File: src/rtl/dcache_ctrl.sv
// dcache_ctrl: direct-mapped write-through no-write-allocate data cache with miss/write FSM; DCACHE_STATS_EN adds hit/miss counters
module dcache_ctrl #(
   parameter int LINES = 8,
   parameter int CNT_W = 16
) (
   input  logic             i_clk,
   input  logic             i_reset,
   input  logic             i_cpu_rd,
   input  logic             i_cpu_wr,
   input  logic [9:0]       i_cpu_addr,
   input  logic [9:0]       i_cpu_wdata,
   output logic [9:0]       o_cpu_rdata,
   output logic             o_cache_ready,
   input  logic             i_flush,
   output logic             o_mem_req,
   output logic             o_mem_we,
   output logic [9:0]       o_mem_addr,
   output logic [9:0]       o_mem_wdata,
   input  logic [9:0]       i_mem_rdata,
   input  logic             i_mem_ack
`ifdef DCACHE_STATS_EN
   ,
   output logic [CNT_W-1:0] o_hit_count,
   output logic [CNT_W-1:0] o_miss_count
`endif
);
   localparam int IW = $clog2(LINES);
   localparam int TW = 10 - IW;
   localparam logic [1:0] IDLE  = 2'd0;
   localparam logic [1:0] FILL  = 2'd1;
   localparam logic [1:0] WRITE = 2'd2;
   localparam logic [1:0] DONE  = 2'd3;
   logic [1:0]       r_state;
   logic [LINES-1:0] r_valid;
   logic [TW-1:0]    r_tag [LINES];
   logic [9:0]       r_data [LINES];
   logic             r_flush_pend;
   logic             r_mem_req;
   logic             r_mem_we;
   logic [9:0]       r_mem_addr;
   logic [9:0]       r_mem_wdata;
   logic [IW-1:0]    w_idx;
   logic [TW-1:0]    w_tag;
   logic             w_hit;
   logic             w_idle_go;
   logic             w_rd_hit;
   logic             w_fill_go;
   logic             w_wr_go;
   logic             w_fill_ack;
   logic             w_wr_ack;
   assign w_idx         = i_cpu_addr[IW-1:0];
   assign w_tag         = i_cpu_addr[9:IW];
   assign w_hit         = r_valid[w_idx] && r_tag[w_idx] == w_tag;
   // a flush in IDLE wins over any request; the request is retried next cycle
   assign w_idle_go     = r_state == IDLE && !i_flush;
   assign w_rd_hit      = w_idle_go && i_cpu_rd && !i_cpu_wr && w_hit;
   assign w_fill_go     = w_idle_go && i_cpu_rd && !i_cpu_wr && !w_hit;
   assign w_wr_go       = w_idle_go && i_cpu_wr;
   assign w_fill_ack    = r_state == FILL && i_mem_ack;
   assign w_wr_ack      = r_state == WRITE && i_mem_ack;
   assign o_cache_ready = r_state == DONE || (r_state == IDLE && (!(i_cpu_rd || i_cpu_wr) || w_rd_hit));
   assign o_cpu_rdata   = (o_cache_ready && i_cpu_rd && !i_cpu_wr) ? r_data[w_idx] : 10'd0;
   assign o_mem_req     = r_mem_req;
   assign o_mem_we      = r_mem_we;
   assign o_mem_addr    = r_mem_addr;
   assign o_mem_wdata   = r_mem_wdata;
   // control FSM, valid bits and the registered memory request
   always_ff @(posedge i_clk or negedge i_reset) begin
      if (!i_reset) begin
         r_state      <= IDLE;
         r_valid      <= '0;
         r_flush_pend <= 1'b0;
         r_mem_req    <= 1'b0;
         r_mem_we     <= 1'b0;
         r_mem_addr   <= 10'd0;
         r_mem_wdata  <= 10'd0;
      end else begin
         case (r_state)
            IDLE: begin
               if (i_flush) r_valid <= '0;
               if (w_wr_go || w_fill_go) begin
                  r_state     <= w_wr_go ? WRITE : FILL;
                  r_mem_req   <= 1'b1;
                  r_mem_we    <= w_wr_go;
                  r_mem_addr  <= i_cpu_addr;
                  r_mem_wdata <= w_wr_go ? i_cpu_wdata : r_mem_wdata;
               end
            end
            FILL, WRITE: begin
               if (i_flush) r_flush_pend <= 1'b1;
               if (w_fill_ack) r_valid[w_idx] <= 1'b1;
               if (i_mem_ack) begin
                  r_mem_req <= 1'b0;
                  r_state   <= DONE;
               end
            end
            default: begin
               if (i_flush || r_flush_pend) r_valid <= '0;
               r_flush_pend <= 1'b0;
               r_state      <= IDLE;
            end
         endcase
      end
   end
   // line storage: fills load tag and data, write hits update data only
   always_ff @(posedge i_clk) begin
      if (w_fill_ack) begin
         r_data[w_idx] <= i_mem_rdata;
         r_tag[w_idx]  <= w_tag;
      end else if (w_wr_ack && w_hit) begin
         r_data[w_idx] <= i_cpu_wdata;
      end
   end
`ifdef DCACHE_STATS_EN
   logic [CNT_W-1:0] r_hit_count;
   logic [CNT_W-1:0] r_miss_count;
   assign o_hit_count  = r_hit_count;
   assign o_miss_count = r_miss_count;
   // saturating counters of read hits and fill entries
   always_ff @(posedge i_clk or negedge i_reset) begin
      if (!i_reset) begin
         r_hit_count  <= '0;
         r_miss_count <= '0;
      end else begin
         if (w_rd_hit && r_hit_count != '1) r_hit_count <= r_hit_count + 1'b1;
         if (w_fill_go && r_miss_count != '1) r_miss_count <= r_miss_count + 1'b1;
      end
   end
`endif
endmodule

File: config.mk
export PLATFORM = sky130hd
export DESIGN_NAME = dcache_ctrl
export DESIGN_NICKNAME = d
export VERILOG_FILES = /design/src/rtl/dcache_ctrl.sv
export SDC_FILE = /design/constraint.sdc
export NUM_CORES = 1
export LEC_CHECK = 0
export ABC_AREA = 1
export BUFFER_PORTS_ARGS = -buffer_cell sky130_fd_sc_hd__buf_2
export CAP_MARGIN = 5
export CELL_PAD_IN_SITES_DETAIL_PLACEMENT = 1
export CELL_PAD_IN_SITES_GLOBAL_PLACEMENT = 1
export CORE_AREA = 4 4 160 100
export DETAILED_ROUTE_END_ITERATION = 10
export DIE_AREA = 0 0 164 104
export GPL_ROUTABILITY_DRIVEN = 0
export PLACE_DENSITY_LB_ADDON = 0.1
export SLEW_MARGIN = 0
export SYNTH_ARGS = -nofsm -noshare
export SYNTH_HDL_FRONTEND = slang
export SYNTH_SLANG_ARGS = --single-unit
File: constraint.sdc
create_clock -name i_clk -period 5.45 [get_ports i_clk]
set_input_delay 0.8175 -clock i_clk [delete_from_list [all_inputs] [get_ports i_clk]]
set_output_delay 0.8175 -clock i_clk [all_outputs]
set_load 0.03 [all_outputs]
== Word-level counts from Yosys, hierarchy flattened ==
Memories as Yosys holds them, arrays and structs flattened.
Cells that the tools add are included.

* Output and inout bits: 33
* Bits in registers: 33
* RAM bits: 136
* Word-level logic and storage cells: 80
* Memories kept: 2
* Input bits: 36

* Equal/unequal tests: 9
* Reduce and logical (&&, ||, !) cells: 33
* Bitwise operators: 3
* $lt $le $gt $ge: 2
* Muxes and demuxes: 24

{| class="wikitable"
|+ Memory list
! name !! words !! width !! rd ports !! clocked after memory_dff !! write ports !! RTL line !! text
|-
| r_data || 8 || 10 || 1 || 0 || 1 || 36 || <nowiki>logic [9:0] r_data [LINES];</nowiki>
|-
| r_tag || 8 || 7 || 1 || 0 || 1 || 35 || <nowiki>logic [TW-1:0] r_tag [LINES];</nowiki>
|}

{| class="wikitable"
|+ Operators with widths
! cell !! number
|-
| 8-bit 2-to-1 mux || 3
|-
| 10-bit 2-to-1 mux || 2
|-
| 8-bit one-hot mux with 2 select lines || 1
|-
| 1-bit logical AND || 14
|-
| 1-bit 2-to-1 mux || 10
|-
| 3-bit AND reduction || 3
|-
| 2-bit != test, second input constant || 4
|-
| 8-bit bitwise OR || 1
|-
| 7-bit == test || 1
|-
| 2-bit 2-to-1 mux || 3
|-
| 2-bit AND reduction || 3
|-
| 1-bit logical OR || 5
|-
| 2-bit == test, second input constant || 2
|-
| 1-bit zero test || 4
|-
| 3-bit by 4-bit less-than comparator with 1-bit output, second input constant || 1
|-
| 1-bit one-hot mux with 2 select lines || 2
|-
| 2-bit one-hot mux with 2 select lines || 1
|-
| 1-bit binary-select mux with 3-bit select || 1
|-
| 1-bit demux with 3-bit select || 1
|-
| 3-bit by 1-bit greater-or-equal comparator with 1-bit output, second input constant || 1
|-
| 3-bit nonzero test || 1
|-
| 2-bit by 1-bit == test with 1-bit output, second input constant || 1
|-
| 2-bit zero test || 1
|-
| 2-bit by 1-bit != test with 1-bit output, second input constant || 1
|-
| other kinds (4) || 4
|}

== Logic depth before layout (Yosys ltp) ==
* Word-level depth: 11
* Depth in mapped cells: 17
* Gate-level depth less buffers: 16

== Least setup slack after synthesis ==
Ideal clock, no wire load.

* Kind: input to output
* Start point: in i_cpu_addr[0]
* End point: out o_cpu_rdata[0]
* Setup slack: 1,853 ps
* Required time: 4,633 ps
* Arrival: 2,780 ps
* Cell stages on the path: 14
* Path buffers: 2
* Cells stage by stage: buf_4 -> buf_6 -> or2_1 -> nand3_1 -> nand2_1 -> o21bai_1 -> nand3_1 -> nor2_2 -> nand3_1 -> nand2_1 -> nand2_1 -> nand2_1 -> nand2_2 -> nor2_1

* Cells in the longest elaborated chain, start to end: 10
* Elaborated cells between the ends (all ways): 13

{| class="wikitable"
|+ RTL lines
! element !! RTL line !! text
|-
| start: declaration || 10 || <nowiki>input logic [9:0] i_cpu_addr,</nowiki>
|-
| memory 8 x 7 bit or 1-bit binary-select mux with 3-bit select (tied branches) || - ||
|-
| 7-bit == test or 1-bit 2-to-1 mux (tied branches) || 53 || <nowiki>assign w_hit = r_valid[w_idx] && r_tag[w_idx] == w_tag;</nowiki>
|-
| 1-bit logical AND * || 53 ||
|-
| 1-bit logical AND * || 56 || <nowiki>assign w_rd_hit = w_idle_go && i_cpu_rd && !i_cpu_wr && w_hit;</nowiki>
|-
| 1-bit logical OR * || 61 || <nowiki>assign o_cache_ready = r_state == DONE || (r_state == IDLE && (!(i_cpu_rd || i_cpu_wr) || w_rd_hit));</nowiki>
|-
| 1-bit logical AND * || 61 ||
|-
| 1-bit logical OR * || 61 ||
|-
| named net o_cache_ready || 13 || <nowiki>output logic o_cache_ready,</nowiki>
|-
| 1-bit logical AND * (2 in a row) || 62 || <nowiki>assign o_cpu_rdata = (o_cache_ready && i_cpu_rd && !i_cpu_wr) ? r_data[w_idx] : 10'd0;</nowiki>
|-
| 10-bit 2-to-1 mux * || 62 ||
|-
| end: declaration || 12 || <nowiki>output logic [9:0] o_cpu_rdata,</nowiki>
|}

The timed path passes the listed nets; every way through them passes the cells marked *. The select of a mux whose other input is x is not followed.

== Worst setup path after layout ==
* Start point: in i_cpu_addr[0]
* End point: out o_cpu_rdata[8]

* Cells in the longest elaborated chain, start to end: 10
* Elaborated cells between the ends (all ways): 13

{| class="wikitable"
|+ RTL lines
! element !! RTL line
|-
| memory 8 x 7 bit or 1-bit binary-select mux with 3-bit select (tied branches) || -
|-
| 7-bit == test or 1-bit 2-to-1 mux (tied branches) || 53
|-
| 1-bit logical AND || 53
|-
| 1-bit logical AND || 56
|-
| 1-bit logical OR || 61
|-
| 1-bit logical AND || 61
|-
| 1-bit logical OR || 61
|-
| 1-bit logical AND (2 in a row) || 62
|-
| 10-bit 2-to-1 mux * || 62
|}

Every way passes the cells marked *; elsewhere a longest branch is shown, timed or not. The select of a mux whose other input is x is not followed.

==> flow_summary.yaml <==
synthesis:
  ys_seq_area_share_pct: 68.9
  syn_nets: 670
  syn_area_per_cell_sq_um: 11.3
  ys_warn_count: 0
  synth-async-reset-ratio_pct: 19.5
  synth_area_sq_um: 7120
  synth_cells: 630
  ys_seq_elements: 169
  synth_edf_count: 136
  yosysUniqueCellTypes: 40
  synth_ff_type: "edfxtp_1"
job:
  max-cap-violations: 0
finish:
  mostFrequentLayoutCell: "edfxtp_1"
  multi_input_comb_area_sq_um: 1810
  antennaDiodeCount: 0
  drive_above_1_share_pct: 17.6
  finalInstanceArea_sq_um: 8170
  synthToLayoutAreaGrowth_pct: 14.7
  final_cell_mix: "136 x edfxtp_1, 119 x nand2_1, 76 x nor2_1, 73 x inv_1, 68 x buf_2"
  final_core_util_pct: 56.8
  fillers: 1559
  seq_area_sq_um: 4910
  num-nets-final: 743
critical_path:
  crit_required_ns: 4.63
  critPathCaptureType: "output pin"
  path_max_fanout: 30
  worstPathArrival_ns: 3.09
  cp-start-kind: "input port"
  rrSetupSlack_ns: 2.33
  crit_type: "input port to output pin"
clocking:
  cts.sinks: 169
  holdBufCountCts: 0
  clk_pin_slew_worst_paths_ns: 0.07
  clk_latency_ns: 0.43
  cts_buffers: 17
  htree_levels: 4
  cts-root-buf: "clkbuf_16"
  cts_buffer_depth: 2
  postCtsSetupRepairBufs: 0
  cts_tree: "yes"
  cts_resized: 0
global_routing:
  antenna_found_initial: 0
  grt_pass1_wl_um: 30900
  grt_max_degree: 42
  grt_overflow_total: 0
  track_usage_pct: 24.2
  grt_pass1_vias: 5386
pwr:
  vdd_ir_drop_max_mv: 0.328
  p_leak_nw: 3.39
  power.density_nw_per_um2: 438
die:
  fp-row-count: 34
  start_util_pct: 49.5
  fp.dieW_um: 164
  dieArea_sq_um: 17100
  core-area_sq_um: 14400
  ios: 69
  fp.dieH_um: 104
placed_design:
  dp_hpwl_um: 13700
  postPlaceCellArea_sq_um: 7620
  io_buffers: 68
  pre_cts_ws_ns: 1.50
routing:
  first_pass_iters: 4
  drc: 0
  via_count: 5025
  drtIter0Drc: 494
  ant_nets: 0
  wl_per_cell_um: 21.9
  drt-total-wl_um: 20000
  via_per_inst: 5.50
sta:
  finalHoldViolCount: 0
  setup_violations: 0
  finalCriticalPeriod_ns: 3.90
  setup_tns_ns: 0
  rsz0062_at_grt: "false"
  relSlewSlack_pct: 17.7
  hold_slack_ns: 0.450
  tightest_slew_ns: 1.23
  max_freq_mhz: 256
  skew_ns: 0.0134
  drv_slew: 0
  period_share_pct: 71.6
  fin_ws_ns: 1.55
run_status:
  outcome: "completed"
worst_hold_path:
  hold_path.class: "input port to async pin"
==> kinds of logic (layout without fill, tap and decap cells) <==
group / count (synthesis) / in the layout / share of synthesized area (%)
and+or+nand+nor: 274 / 274 / 17.1
DFF: 169 / 169 / 68.9
buffers and inverters: 97 / 182 / 5.69
AOI/OAI and AO/OA: 86 / 86 / 7.59
adders and majority gates: 4 / 4 / 0.703
==> synth_stat cells, types with 6 or more instances <==
master    count  area, sq um
o21ai_0      17         85.1
nand2_1     119          447
dfrtp_1      33          826
inv_1        73          274
o221ai_1      9         78.8
nor3_1        8         40.0
edfxtp_1    136         4080
nand3_1      31          155
a21oi_2       7         61.3
o22ai_1      22          138
a21oi_1      11         55.1
buf_2         7         35.0
nor2_1       76          285
o21ai_1      12         60.1
or2_2         6         37.5
and2_1        8         50.1
clkinv_1      6         22.5
==> area by class of cell <==
| class | count | share of cell area (%) |
|---|---|---|
| clock buffer | 18 | 5.25 |
| clock inverter | 13 | 1.45 |
| inverter | 82 | 3.80 |
| multi-input combinational | 364 | 22.1 |
| sequential | 169 | 60.1 |
| tap | 198 | 3.03 |
| timing repair buffer | 69 | 4.26 |
==> where the power goes <==
group	switching, W	total (W)	internal (W)
sequential	0.0000827	0.00163	0.00155
combinational	0.000583	0.000799	0.000216
clock	0.000520	0.00115	0.000630
==> metal layers <==
metal	global-route usage [%]	up-vias	part of all wire (%)
met5	0	-	0
met4	5.27	0	0.65
met3	6.30	13	6.5
met2	33.7	193	43
met1	38.2	2528	50
li1	-	2291	-
==> worst paths after layout <==
path                               start        endpoint  cells past startpoint
max in group asynchronous        i_reset      r_valid[4]                      1
setup reg to reg             r_tag[0][4]    r_data[0][5]                     12
min in group i_clk             o_mem_req       o_mem_req                      2
hold / removal                   i_reset   o_mem_addr[7]                      1
hold reg to reg                o_mem_req       o_mem_req                      2
setup / recovery           i_cpu_addr[0]  o_cpu_rdata[8]                     17
==> registers in the layout (all words and copies together), names as in the netlist <==
signal        cells
r_data           80
r_tag            56
o_mem_addr       10
o_mem_wdata      10
r_valid           8
r_state           2
o_mem_req         1
o_mem_we          1
r_flush_pend      1
==> critical path: stages <==
cell     delay (ns)
buf_2          0.11
inv_2          0.42
nand2_1        0.13
nand3_1        0.11
nand2_1        0.09
nor2_1         0.14
nor2_1         0.07
nor2_1         0.13
nand2_1        0.08
nor2_2         0.13
nand3_1        0.09
nand2_1        0.07
nand2_1        0.04
nand2_1        0.09
nand2_2        0.17
nor2_1         0.16
buf_2          0.22
==> through the flow <==
step	total power, W	std cells
2_1_floorplan	0.00217	630
3_3_place_gp	0.00240	882
3_5_place_dp	0.00244	882
4_1_cts	0.00360	913
5_1_grt	0.00375	913
6_report	0.00358	913
Power figures use the tool's default switching activity.
